==> config.mk <==
export PLATFORM = sky130hd
export DESIGN_NAME = bin_ascii_conv
export DESIGN_NICKNAME = d
export VERILOG_FILES = /design/src/rtl/bin_ascii_conv_pkg.sv /design/src/rtl/bin_ascii_conv_bcd_digit_adj3.sv /design/src/rtl/bin_ascii_conv.sv
export SDC_FILE = /design/constraint.sdc
export NUM_CORES = 1
export LEC_CHECK = 0
export CAP_MARGIN = 20
export CORE_MARGIN = 2
export CORE_UTILIZATION = 55
export DETAILED_ROUTE_END_ITERATION = 7
export PLACE_DENSITY = 0.82
export SYNTH_ARGS = -nofsm -noshare
export SYNTH_HDL_FRONTEND = slang
export SYNTH_SLANG_ARGS = --single-unit
==> constraint.sdc <==
create_clock -name clk -period 2.86 [get_ports clk]
set_input_delay 0.429 -clock clk [delete_from_list [all_inputs] [get_ports clk]]
set_output_delay 0.429 -clock clk [all_outputs]
set_load 0.01 [all_outputs]
==> src/rtl/bin_ascii_conv_pkg.sv <==
// ---------------------------------------------------------------------------
// bin_ascii_conv_pkg : shared display constants and converter state encoding
// Revision: 1.0
// ---------------------------------------------------------------------------
`default_nettype none

package bin_ascii_conv_pkg;

   localparam logic [7:0] CH_SPACE = 8'h20;
   localparam logic [7:0] CH_ZERO  = 8'h30;
   localparam logic [7:0] CH_DASH  = 8'h2D;

   typedef enum logic [1:0] {
      ST_IDLE  = 2'd0,
      ST_SHIFT = 2'd1,
      ST_DONE  = 2'd2
   } state_t;

endpackage

`default_nettype wire

==> src/rtl/bin_ascii_conv_bcd_digit_adj3.sv <==
// ---------------------------------------------------------------------------
// bcd_digit_adj3 : single BCD digit "if >= 5 add 3" correction cell
// Revision: 1.0
// ---------------------------------------------------------------------------
`default_nettype none

module bcd_digit_adj3 (
   input  logic [3:0] digit_in,
   output logic [3:0] digit_out
);

   assign digit_out = (digit_in >= 4'd5) ? (digit_in + 4'd3) : digit_in;

endmodule

`default_nettype wire

==> src/rtl/bin_ascii_conv.sv <==
// ---------------------------------------------------------------------------
// bin_ascii_conv : sequential double-dabble binary to decimal ASCII converter
// Revision: 1.0
// ---------------------------------------------------------------------------
`default_nettype none

module bin_ascii_conv
   import bin_ascii_conv_pkg::*;
#(
   parameter int WIDTH  = 14,
   parameter int DIGITS = 4,
   parameter int BLANK  = 1
) (
   input  logic                  clk,
   input  logic                  rst,
   input  logic                  start,
   input  logic [WIDTH-1:0]      bin_in,
   output logic                  busy,
   output logic                  done,
   output logic [8*DIGITS-1:0]   ascii_out,
   output logic                  overflow
);

   localparam int BCD_W = 4 * (DIGITS + 1);
   localparam int CNT_W = $clog2(WIDTH + 1);
   localparam logic [CNT_W-1:0] CNT_LOAD = CNT_W'(WIDTH);
   localparam logic [CNT_W-1:0] CNT_LAST = CNT_W'(1);

   state_t                state_q, state_d;
   logic [WIDTH-1:0]      shift_q, shift_d;
   logic [BCD_W-1:0]      bcd_q, bcd_d;
   logic [CNT_W-1:0]      cnt_q, cnt_d;
   logic [8*DIGITS-1:0]   ascii_q, ascii_d;
   logic                  overflow_q, overflow_d;
   logic                  busy_q, busy_d;
   logic                  done_q, done_d;

   logic [BCD_W-1:0]      bcd_adj;
   logic [8*DIGITS-1:0]   ascii_fmt;
   logic                  overflow_fmt;
   logic                  lead;

   // One extra digit beyond DIGITS exists purely to detect overflow.
   generate
      for (genvar g = 0; g < DIGITS + 1; g++) begin : g_adj
         bcd_digit_adj3 u_adj (
            .digit_in  (bcd_q[4*g +: 4]),
            .digit_out (bcd_adj[4*g +: 4])
         );
      end
   endgenerate

   always_comb begin
      ascii_fmt = '0;
      lead      = (BLANK != 0);
      for (int i = DIGITS - 1; i >= 0; i--) begin
         if (lead && (i != 0) && (bcd_q[4*i +: 4] == 4'd0)) begin
            ascii_fmt[8*i +: 8] = CH_SPACE;
         end else begin
            ascii_fmt[8*i +: 8] = CH_ZERO + {4'd0, bcd_q[4*i +: 4]};
            lead                = 1'b0;
         end
      end
      overflow_fmt = (bcd_q[BCD_W-1 -: 4] != 4'd0);
      if (overflow_fmt) begin
         ascii_fmt = {DIGITS{CH_DASH}};
      end
   end

   always_comb begin
      state_d    = state_q;
      shift_d    = shift_q;
      bcd_d      = bcd_q;
      cnt_d      = cnt_q;
      ascii_d    = ascii_q;
      overflow_d = overflow_q;
      busy_d     = busy_q;
      done_d     = 1'b0;

      // busy drops one cycle after the done pulse unless a new start lands then.
      if (done_q) begin
         busy_d = 1'b0;
      end

      case (state_q)
         ST_IDLE: begin
            if (start) begin
               shift_d = bin_in;
               bcd_d   = '0;
               cnt_d   = CNT_LOAD;
               busy_d  = 1'b1;
               state_d = ST_SHIFT;
            end
         end
         ST_SHIFT: begin
            {bcd_d, shift_d} = {bcd_adj, shift_q} << 1;
            cnt_d            = cnt_q - 1'b1;
            if (cnt_q == CNT_LAST) begin
               state_d = ST_DONE;
            end
         end
         ST_DONE: begin
            ascii_d    = ascii_fmt;
            overflow_d = overflow_fmt;
            done_d     = 1'b1;
            state_d    = ST_IDLE;
         end
         default: begin
            state_d = ST_IDLE;
         end
      endcase
   end

   always_ff @(posedge clk or posedge rst) begin
      if (rst) begin
         state_q    <= ST_IDLE;
         shift_q    <= '0;
         bcd_q      <= '0;
         cnt_q      <= '0;
         ascii_q    <= {DIGITS{CH_SPACE}};
         overflow_q <= 1'b0;
         busy_q     <= 1'b0;
         done_q     <= 1'b0;
      end else begin
         state_q    <= state_d;
         shift_q    <= shift_d;
         bcd_q      <= bcd_d;
         cnt_q      <= cnt_d;
         ascii_q    <= ascii_d;
         overflow_q <= overflow_d;
         busy_q     <= busy_d;
         done_q     <= done_d;
      end
   end

   assign busy      = busy_q;
   assign done      = done_q;
   assign ascii_out = ascii_q;
   assign overflow  = overflow_q;

endmodule

`default_nettype wire

==> metrics, run 1 <==
Reg area around 1600 sq um; number of antenna violations at the first check in global routing 0; CTS Hold Bufs 0; status finished, final reports clean; pwr/cell area roughly 1100 nW/um^2; number of library cell types mapped by synthesis 37; R2R Path Start state_q[0]; maxcap violations 0; number of CTS-inserted buffers 9; most common library cell in the layout ignoring fill and taps sky130_fd_sc_hd__dfrtp_1; clock tree from TritonCTS built; via/cell ratio between 5 and 6; layout cell share with drive strength beyond 1 between 8 and 9%; H-tree levels 3; top-area cell type share of the netlist area about half; routed vias around 2300; sw power about 1.6 mW; Critical Path Fanout Max 16; cell with the largest stage delay on the worst path sky130_fd_sc_hd__dfrtp_1; hpwl dp 4.33 mm; number of standard cells after synthesis 306; asr flop ratio synth 100%; worst setup skew after layout 0.00818 ns; clock-pin transition on the worst setup and hold timing paths around 0.070 ns; ratio of final minimum period to clock period roughly 70%; final sum of negative setup slack 0 ns; clock period minus worst slack just under 2 ns; endpoint type of the worst setup path flip-flop; power share of the clock group between 10% and 20%; FILL cells between 400 and 500; core occupancy in the finished layout approximately two thirds; number of buffers added for setup after CTS 0; Detail Route Antenna Nets 0; largest cells by area after synthesis sky130_fd_sc_hd__dfrtp_1 (51%), sky130_fd_sc_hd__ha_1 (5.7%), sky130_fd_sc_hd__nand2_1 (4.0%); number of cells traversed by the worst hold path 1; worst hold path type flip-flop to flip-flop; yosys warns 0; I/O pin count between 50 and 60; post-detailed-routing wire length 6.11 mm; number of failing hold endpoints at the final stage 0; pin count of the biggest net entering global routing 36; CP peak stage delay ~0.62 ns; endpoint of the worst hold-timing path busy; total count of max-transition violations in the final report 0; fin nets 374; most utilized layer in the global route result met2; share of power burned in combinational logic between 40% and 50%; Leakage between 1.5 and 2 nW; headroom to the max-slew limit between 50% and 60%; area of the die 6230 sq um; fraction of the yosys area taken by sequential cells roughly half; worst reg2reg path endpoint ascii_out[17]; total setup violations reported at the end of the flow 0; RD Place Congestion ~0.83; met2 routing resource usage after global routing 33.0%; remaining global-route overflow 0; unrepaired setup endpoints after global routing false; count of port buffers added during placement 39; die outline width about 79 microns; Sequential Power Share approximately two fifths; GRT Total Usage between 20 and 25%; effective utilization at floorplan around 56%; summed area of non-filler cells in the final layout between 3000 and 4000 sq um; latest clock arrival within the worst-skew pair 0.34 ns; average wire length per cell after detail routing roughly 15 microns; Slew @ Worst Pin ~0.7 ns; met3 usage 3.41%; critical-path cell list nand2b_1, inv_4, and3_1, a32o_1; Hold Crit Start done; Post-CTS Resized 0; Mapped Avg Cell Area 10.1 sq um; most used cells in the layout excluding fill and tap cells sky130_fd_sc_hd__dfrtp_1 (63), sky130_fd_sc_hd__clkdlybuf4s50_1 (39), sky130_fd_sc_hd__nand2_1 (33); data arrival time of the critical path around 2.2 ns; number of global-route vias before repair about 2200; synth-to-layout area growth 19.2%; number of cells on the worst reg-to-reg path 4; internal power 2.55 mW; Achievable Freq between 500 and 600 MHz; area leader, netlist sky130_fd_sc_hd__dfrtp_1; dominant register cell in the synthesized netlist sky130_fd_sc_hd__dfrtp_1; router iterations before antenna repair 4; Post-synth EDFFs 0; total inserted antenna cells 0; area inside the core boundary about 5500 sq um; Post-Syn Area 3090 sq um; total cell area at the placement stage 3480 sq um; Reg2Reg Setup Slack a little under 0.9 ns; die outline height ~79 microns; switching share of total power a little under two fifths; multi-input gate area in the final layout 1290 sq um; data required time at the worst endpoint roughly 3.1 ns; Root Buffer sky130_fd_sc_hd__clkbuf_8; CTS Buffer Depth 2; nature of the critical path startpoint flip-flop; register bit total from synthesis 63; maximum VDD drop around 0.53 mV; initial DRC count 213; Rows 27; number of clock sinks 63; first-pass GRT wire length 10.5 mm; global routing usage on met1 roughly a third; worst setup path category flip-flop to flip-flop; remaining routing DRC violations 0
==> per-stage QoR <==
step	setup WS [ns]	instances	hold slack, ns	total power, mW
finish	0.892	420	0.452	4.12
global route	0.734	420	0.470	4.45
CTS	0.871	420	0.452	4.14
detailed placement	0.753	404	0.456	3.38
global placement	0.792	404	0.459	3.28
floorplan	0.861	316	0.450	2.82
==> power groups by stage <==
stage                     sequential [mW]  clock [mW]  combinational [mW]
final                                1.57       0.767                1.79
after global routing                 1.62       0.818                2.00
after CTS                            1.57       0.778                1.80
after detailed placement             1.58           0                1.79
after global placement               1.56           0                1.72
after floorplan                      1.53           0                1.28
==> critical path, delay by kind of cell (launching register included) <==
kind            cells  cell delay, ns
buf+inv             1            0.18
flops               1            0.62
compound gates      1            0.28
simple gates        2            0.77
==> sequential cells by signal, indices dropped and copies added (netlist names) <==
register   count
ascii_out     20
bcd_q         20
busy           1
cnt_q          4
done           1
overflow       1
shift_q       14
state_q        2
==> worst max path at each step <==
stage	start	slack, ns	depth (start not counted)	end
floorplan	rst	0.86	1	ascii_out[0]
global placement	start	0.79	6	shift_q[3]
detailed placement	start	0.75	6	shift_q[12]
CTS	state_q[0]	0.87	4	ascii_out[17]
global route	state_q[0]	0.73	4	ascii_out[25]
finish	state_q[0]	0.89	4	ascii_out[17]
==> synthesized netlist by cell type, drive strengths merged, types with 4 or more instances <==
| cell type | number |
|---|---|
| o21ai | 15 |
| a32o | 7 |
| o31ai | 6 |
| nor2 | 31 |
| ha | 14 |
| a21oi | 14 |
| a31oi | 11 |
| dfrtp | 63 |
| xnor2 | 5 |
| nand2 | 33 |
| nor3b | 4 |
| nand2b | 8 |
| o22ai | 9 |
| inv | 17 |
| buf | 27 |
| o22a | 8 |
| a221o | 5 |
| nor3 | 6 |
==> final cells by class <==
cell class,count,share of cell area (%)
Timing Repair Buffer,46,12.4
Inverter,17,1.80
Multi-Input combinational cell,206,35.2
Tap cell,72,2.45
Clock inverter,6,1.63
Sequential cell,63,42.8
Clock buffer,10,3.74
==> cell families (layout without fill, tap and decap cells) <==
| family | after synthesis | after routing | synth area share, % |
|---|---|---|---|
| AOI/OAI and AO/OA | 82 | 82 | 18.2 |
| adders and majority gates | 14 | 14 | 5.67 |
| and+or+nand+nor | 91 | 91 | 14.5 |
| xor gates and xnor gates | 7 | 7 | 1.99 |
| other | 2 | 12 | 0.243 |
| DFF | 63 | 63 | 51.1 |
| buffers and inverters | 47 | 79 | 8.35 |
==> routing by layer <==
| metal | part of all wire [%] | wire [microns] |
|---|---|---|
| met4 | 1.8 | 112 |
| met2 | 48 | 2920 |
| met5 | 0 | 0 |
| met3 | 4.1 | 249 |
| met1 | 46 | 2820 |
(Power assumes the default switching activity.)
==> run 2: changes to the inputs <==
--- a/config.mk
+++ b/config.mk
@@ -7,9 +7,9 @@
 export LEC_CHECK = 0
 export CAP_MARGIN = 20
 export CORE_MARGIN = 2
-export CORE_UTILIZATION = 55
+export CORE_UTILIZATION = 53
 export DETAILED_ROUTE_END_ITERATION = 7
-export PLACE_DENSITY = 0.82
+export PLACE_DENSITY = 0.8
 export SYNTH_ARGS = -nofsm -noshare
 export SYNTH_HDL_FRONTEND = slang
 export SYNTH_SLANG_ARGS = --single-unit
==> constraint.sdc (replaced) <==
create_clock -name clk -period 2 [get_ports clk]
set_input_delay 0.3 -clock clk [delete_from_list [all_inputs] [get_ports clk]]
set_output_delay 0.3 -clock clk [all_outputs]
set_load 0.01 [all_outputs]
==> run 2 against run 1 <==
Effect of this change: clock skew about the same; sequential power grew 42%; via count is 4.7% higher; sequential share of layout area fell by 0.62 points; utilization decreased by 0.26 points; non-clock buffer count up 4; fmax increased by 14%; largest cell class unchanged; largest power group unchanged.
==> metrics, run 2 (synthesis results as in run 1) <==
post-detailed-routing wire length 6.51 mm (was 6.11 mm); number of global-route vias before repair 2213 (was 2166); worst setup path category flip-flop to flip-flop (unchanged); status finished, final reports clean (unchanged); area of the die 6450 sq um (was 6230 sq um); maxcap violations 0 (unchanged); Critical Path Fanout Max 4 (was 16); CTS Buffer Depth 2 (unchanged); cell with the largest stage delay on the worst path sky130_fd_sc_hd__dfrtp_1 (unchanged); I/O pin count 52 (unchanged); average wire length per cell after detail routing 15.4 microns (was 14.5 microns); die outline width 80.3 microns (was 78.9 microns); power share of the clock group 19.1% (was 18.6%); H-tree levels 3 (unchanged); Root Buffer sky130_fd_sc_hd__clkbuf_8 (unchanged); GRT Total Usage 22.9% (was 22.0%); switching share of total power 37.8% (was 38.2%); ratio of final minimum period to clock period 86.1% (was 68.8%); Leakage 1.70 nW (was 1.67 nW); Sequential Power Share 37.0% (was 38.1%); number of buffers added for setup after CTS 0 (unchanged); routed wl met3 328 microns (was 249 microns); RD Place Congestion 0.806 (was 0.832); pin count of the biggest net entering global routing 26 (was 36); number of failing hold endpoints at the final stage 0 (unchanged); Slew @ Worst Pin 0.604 ns (was 0.708 ns); Rows 27 (unchanged); area inside the core boundary 5570 sq um (was 5470 sq um); Detail Route Antenna Nets 0 (unchanged); Achievable Freq 581 MHz (was 508 MHz); first-pass GRT wire length 11.1 mm (was 10.5 mm); headroom to the max-slew limit 59.7% (was 52.8%); data arrival time of the critical path 1.94 ns (was 2.19 ns); number of CTS-inserted buffers 9 (unchanged); count of buffer and inverter cells on the critical path 1 (unchanged); router iterations before antenna repair 7 (was 4); initial DRC count 191 (was 213); layout cell share with drive strength beyond 1 9.38% (was 8.62%); Post-CTS Resized 0 (unchanged); maximum VDD drop 0.706 mV (was 0.530 mV); number of clock sinks 63 (unchanged); via/cell ratio 5.67 (was 5.47); critical-path cell list inv_1, ha_1, nor3b_2, nand3_2, nor4b_4, a21oi_1 (was nand2b_1, inv_4, and3_1, a32o_1); final sum of negative setup slack 0 ns (unchanged); CP peak stage delay 0.42 ns (was 0.62 ns); CTS Hold Bufs 0 (unchanged); effective utilization at floorplan 55.4% (was 56.4%); total setup violations reported at the end of the flow 0 (unchanged); remaining routing DRC violations 0 (unchanged); unrepaired setup endpoints after global routing false (unchanged); highest signal layer in the routed design met4 (unchanged); routed vias 2406 (was 2299); most common library cell in the layout ignoring fill and taps sky130_fd_sc_hd__dfrtp_1 (unchanged); hpwl dp 4.40 mm (was 4.33 mm); nature of the critical path startpoint flip-flop (unchanged); worst hold path type primary input to async pin (was flip-flop to flip-flop); clock period minus worst slack 1.72 ns (was 1.97 ns); count of port buffers added during placement 39 (unchanged); worst setup skew after layout 0.00858 ns (was 0.00818 ns); final worst setup slack 0.278 ns (was 0.892 ns); synth-to-layout area growth 20.9% (was 19.2%); data required time at the worst endpoint 2.21 ns (was 3.09 ns); detailed-routing wirelength on met1 3.04 mm (was 2.82 mm); top cell family by delay on the critical path simple AND/OR/NAND/NOR gates (unchanged); total count of max-transition violations in the final report 0 (unchanged); Met2 Routed Length 3.04 mm (was 2.92 mm); pwr/cell area 1620 nW/um^2 (was 1120 nW/um^2); die outline height 80.3 microns (was 78.9 microns); clock-pin transition on the worst setup and hold timing paths 0.07 ns (about the same); number of antenna violations at the first check in global routing 0 (unchanged); placement-stage worst setup slack 0.131 ns (was 0.753 ns); clock tree from TritonCTS built (unchanged); endpoint type of the worst setup path flip-flop (unchanged); fin nets 378 (was 374); latest clock arrival within the worst-skew pair 0.34 ns (about the same); share of power burned in combinational logic 43.9% (was 43.3%); total inserted antenna cells 0 (unchanged); most used cells in the layout excluding fill and tap cells sky130_fd_sc_hd__dfrtp_1 (63), sky130_fd_sc_hd__clkdlybuf4s50_1 (39), sky130_fd_sc_hd__nand2_1 (33) (unchanged); internal power 3.75 mW (was 2.55 mW); Reg2Reg Setup Slack 0.28 ns (was 0.89 ns); remaining global-route overflow 0 (unchanged); sw power 2.28 mW (was 1.57 mW)
-- run 2: cell count changes in the layout (fill, tap and decap cells not counted), sizes merged --
cell      delta
clkinv       -1
clkinvlp     -2
buf          +4
clkbuf       +3
-- run 2: area by class of cell --
cell class                 count  area [sq um]
clock inverter                 3          40.0
inverter                      17          66.3
multi-input combinational    206          1290
tap                           72          90.1
clock buffer                  13           169
sequential                    63          1580
fill                         425          1840
timing repair buffer          50           498
-- run 2: power groups by stage --
stage	sequential, mW	clock (mW)	combinational, mW
3_5_place_dp	2.24	0	2.62
3_3_place_gp	2.21	0	2.51
5_1_grt	2.30	1.22	2.96
4_1_cts	2.22	1.16	2.64
6_report	2.23	1.15	2.65
2_1_floorplan	2.19	0	1.84
-- run 2: final timing paths --
path | from | endpoint | depth (start not counted)
worst min register to register | done | busy | 1
max in group asynchronous | rst | bcd_q[9] | 3
worst max register to register | bcd_q[12] | ascii_out[8] | 6
worst min-delay path | rst | ascii_out[2] | 2
min in group clk | done | busy | 1
worst max-delay path | bcd_q[12] | ascii_out[8] | 6
-- run 2: per-layer routing --
layer,track usage (%),vias to the layer above
met3,4.38,10
li1,-,1130
met1,32.6,1170
met4,10.2,0
met5,0,-
met2,34.1,96
-- run 2: per-stage QoR --
step / power [mW] / hold slack (ns) / cell area (sq um) / util (%) / instances
2_1_floorplan: 4.03 / 0.450 / 3130 / - / 316
3_3_place_gp: 4.72 / 0.456 / 3520 / 63.2 / 408
3_5_place_dp: 4.86 / 0.466 / 3520 / 63.2 / 408
4_1_cts: 6.03 / 0.287 / 3730 / 67.0 / 424
5_1_grt: 6.48 / 0.352 / 3730 / 67.0 / 424
6_report: 6.03 / 0.285 / 3730 / 67.0 / 424
==> run 3: changes to the inputs <==
--- a/config.mk
+++ b/config.mk
@@ -6,10 +6,12 @@
 export NUM_CORES = 1
 export LEC_CHECK = 0
 export CAP_MARGIN = 20
+export CELL_PAD_IN_SITES_DETAIL_PLACEMENT = 0
+export CELL_PAD_IN_SITES_GLOBAL_PLACEMENT = 2
 export CORE_MARGIN = 2
-export CORE_UTILIZATION = 53
+export CORE_UTILIZATION = 33
 export DETAILED_ROUTE_END_ITERATION = 7
-export PLACE_DENSITY = 0.8
+export PLACE_DENSITY_LB_ADDON = 0.1
 export SYNTH_ARGS = -nofsm -noshare
 export SYNTH_HDL_FRONTEND = slang
 export SYNTH_SLANG_ARGS = --single-unit
==> run 3 against run 2 <==
Effect of this change: power down 3.1%; clock power down 13%; largest cell class unchanged; highest routed layer unchanged; register-to-register slack worse by 0.05 ns.
==> metrics, run 3 (synthesis results as in run 1) <==
status finished, final reports clean (unchanged); worst setup path category flip-flop to flip-flop (unchanged); clock tree from TritonCTS built (unchanged); final sum of negative setup slack 0 ns (unchanged); maximum VDD drop 0.739 mV (was 0.706 mV); placement-stage worst setup slack 0.220 ns (was 0.131 ns); Critical Path Fanout Max 5 (was 4); Root Buffer sky130_fd_sc_hd__clkbuf_8 (unchanged); worst setup skew after layout 0.0144 ns (was 0.00858 ns); fin nets 376 (was 378); layout cell share with drive strength beyond 1 9.14% (was 9.38%); nature of the critical path startpoint flip-flop (unchanged); final worst setup slack 0.232 ns (was 0.278 ns); cell with the largest stage delay on the worst path sky130_fd_sc_hd__dfrtp_1 (unchanged); most used cells in the layout excluding fill and tap cells sky130_fd_sc_hd__dfrtp_1 (63), sky130_fd_sc_hd__clkdlybuf4s50_1 (39), sky130_fd_sc_hd__nand2_1 (33) (unchanged); die outline height 101 microns (was 80.3 microns); ratio of final minimum period to clock period 88.4% (was 86.1%); count of port buffers added during placement 39 (unchanged); remaining global-route overflow 0 (unchanged); RD Place Congestion 0.764 (was 0.806); effective utilization at floorplan 33.7% (was 55.4%); H-tree levels 3 (unchanged); Rows 35 (was 27); die outline width 101 microns (was 80.3 microns); Leakage 1.68 nW (was 1.70 nW); FILL cells 903 (was 425); data arrival time of the critical path 1.98 ns (was 1.94 ns); hpwl dp 4.55 mm (was 4.40 mm); synth-to-layout area growth 21.3% (was 20.9%); clock period minus worst slack 1.77 ns (was 1.72 ns); routed vias 2286 (was 2406); number of global-route vias before repair 2228 (was 2213); CTS Hold Bufs 0 (unchanged); Post-CTS Resized 0 (unchanged); critical-path cell list inv_1, ha_1, nor3b_2, nand3_2, nor4b_4, a21oi_1 (unchanged); data required time at the worst endpoint 2.21 ns (about the same); Detail Route Antenna Nets 0 (unchanged); remaining routing DRC violations 0 (unchanged); pin count of the biggest net entering global routing 64 (was 26); Reg2Reg Setup Slack 0.23 ns (was 0.28 ns); latest clock arrival within the worst-skew pair 0.35 ns (was 0.34 ns); total inserted antenna cells 0 (unchanged); total count of max-transition violations in the final report 0 (unchanged); multi-input gate area in the final layout 1290 sq um (unchanged); number of buffers added for setup after CTS 0 (unchanged); total setup violations reported at the end of the flow 0 (unchanged); R2R Path Start bcd_q[12] (unchanged); GRT Total Usage 14.9% (was 22.9%); initial DRC count 90 (was 191); pwr/cell area 1560 nW/um^2 (was 1620 nW/um^2); number of cells on the worst reg-to-reg path 6 (unchanged); worst reg2reg path endpoint ascii_out[8] (unchanged); number of CTS-inserted buffers 9 (unchanged); router iterations before antenna repair 4 (was 7); post-detailed-routing wire length 6.96 mm (was 6.51 mm); Reg area 1580 sq um (unchanged); Achievable Freq 566 MHz (was 581 MHz); CTS Buffer Depth 2 (unchanged); I/O pin count 52 (unchanged); unrepaired setup endpoints after global routing false (unchanged); worst hold path type primary input to async pin (unchanged); via/cell ratio 4.96 (was 5.67); number of clock sinks 63 (unchanged); number of antenna violations at the first check in global routing 0 (unchanged); clock-pin transition on the worst setup and hold timing paths 0.08 ns (was 0.07 ns); number of failing hold endpoints at the final stage 0 (unchanged); worst hold slack after final layout 0.333 ns (was 0.285 ns); area inside the core boundary 9150 sq um (was 5570 sq um); CP peak stage delay 0.40 ns (was 0.42 ns); maxcap violations 0 (unchanged); first-pass GRT wire length 11.5 mm (was 11.1 mm); area of the die 10100 sq um (was 6450 sq um); endpoint type of the worst setup path flip-flop (unchanged); most common library cell in the layout ignoring fill and taps sky130_fd_sc_hd__dfrtp_1 (unchanged); average wire length per cell after detail routing 15.1 microns (was 15.4 microns)
==> run 3: cell types whose count changed in the layout (fill, tap and decap cells not counted), sizes merged <==
| cell | before | now |
|---|---|---|
| clkinvlp | 0 | 1 |
| bufinv | 1 | 0 |
| clkinv | 2 | 5 |
| clkbuf | 13 | 10 |
| buf | 11 | 9 |
==> run 3: worst max-delay path by stage <==
stage	slack (ns)	endpoint	cells past startpoint	startpoint
final	0.23	ascii_out[8]	6	bcd_q[12]
after global routing	0.05	ascii_out[8]	6	bcd_q[12]
after CTS	0.21	ascii_out[8]	6	bcd_q[13]
after detailed placement	0.22	ascii_out[8]	6	bcd_q[12]
after global placement	0.29	bcd_q[10]	5	start
after floorplan	0.13	ascii_out[0]	1	rst
==> run 3: critical path: cells and delay by family (launching register included) <==
kind / cells / cell delay, ns
AOI/OAI and AO/OA: 1 / 0.11
adders and majority gates: 1 / 0.26
and+or+nand+nor: 3 / 0.75
DFF: 1 / 0.40
buffers and inverters: 1 / 0.11
==> run 3: layout make-up <==
type,instances,area share [%]
Inverter,17,1.77
Clock buffer,10,3.68
Timing Repair Buffer,48,13.2
Clock inverter,6,0.969
Sequential cell,63,42.1
Multi-Input combinational cell,206,34.5
Tap cell,111,3.71
==> run 3: where the power goes <==
| part | internal (mW) | switching (mW) |
|---|---|---|
| clock network | 0.476 | 0.521 |
| registers | 1.80 | 0.405 |
| logic | 1.29 | 1.35 |
| total | 3.57 | 2.28 |
==> run 3: per-stage QoR <==
step | instances | util (%) | cell area [sq um] | total power [mW]
2_1_floorplan | 316 | - | 3130 | 4.03
3_3_place_gp | 445 | 39.0 | 3570 | 4.88
3_5_place_dp | 445 | 39.0 | 3570 | 4.91
4_1_cts | 461 | 40.9 | 3740 | 5.93
5_1_grt | 461 | 40.9 | 3740 | 6.38
6_report | 461 | 40.9 | 3740 | 5.85
==> run 3: layer usage <==
layer / track usage (%) / part of all wire [%] / vias up
met5: 0 / 0 / -
met1: 19.7 / 48 / 1110
met4: 6.85 / 2.4 / 0
met3: 2.77 / 2.2 / 11
li1: - / - / 1125
met2: 23.5 / 47 / 40
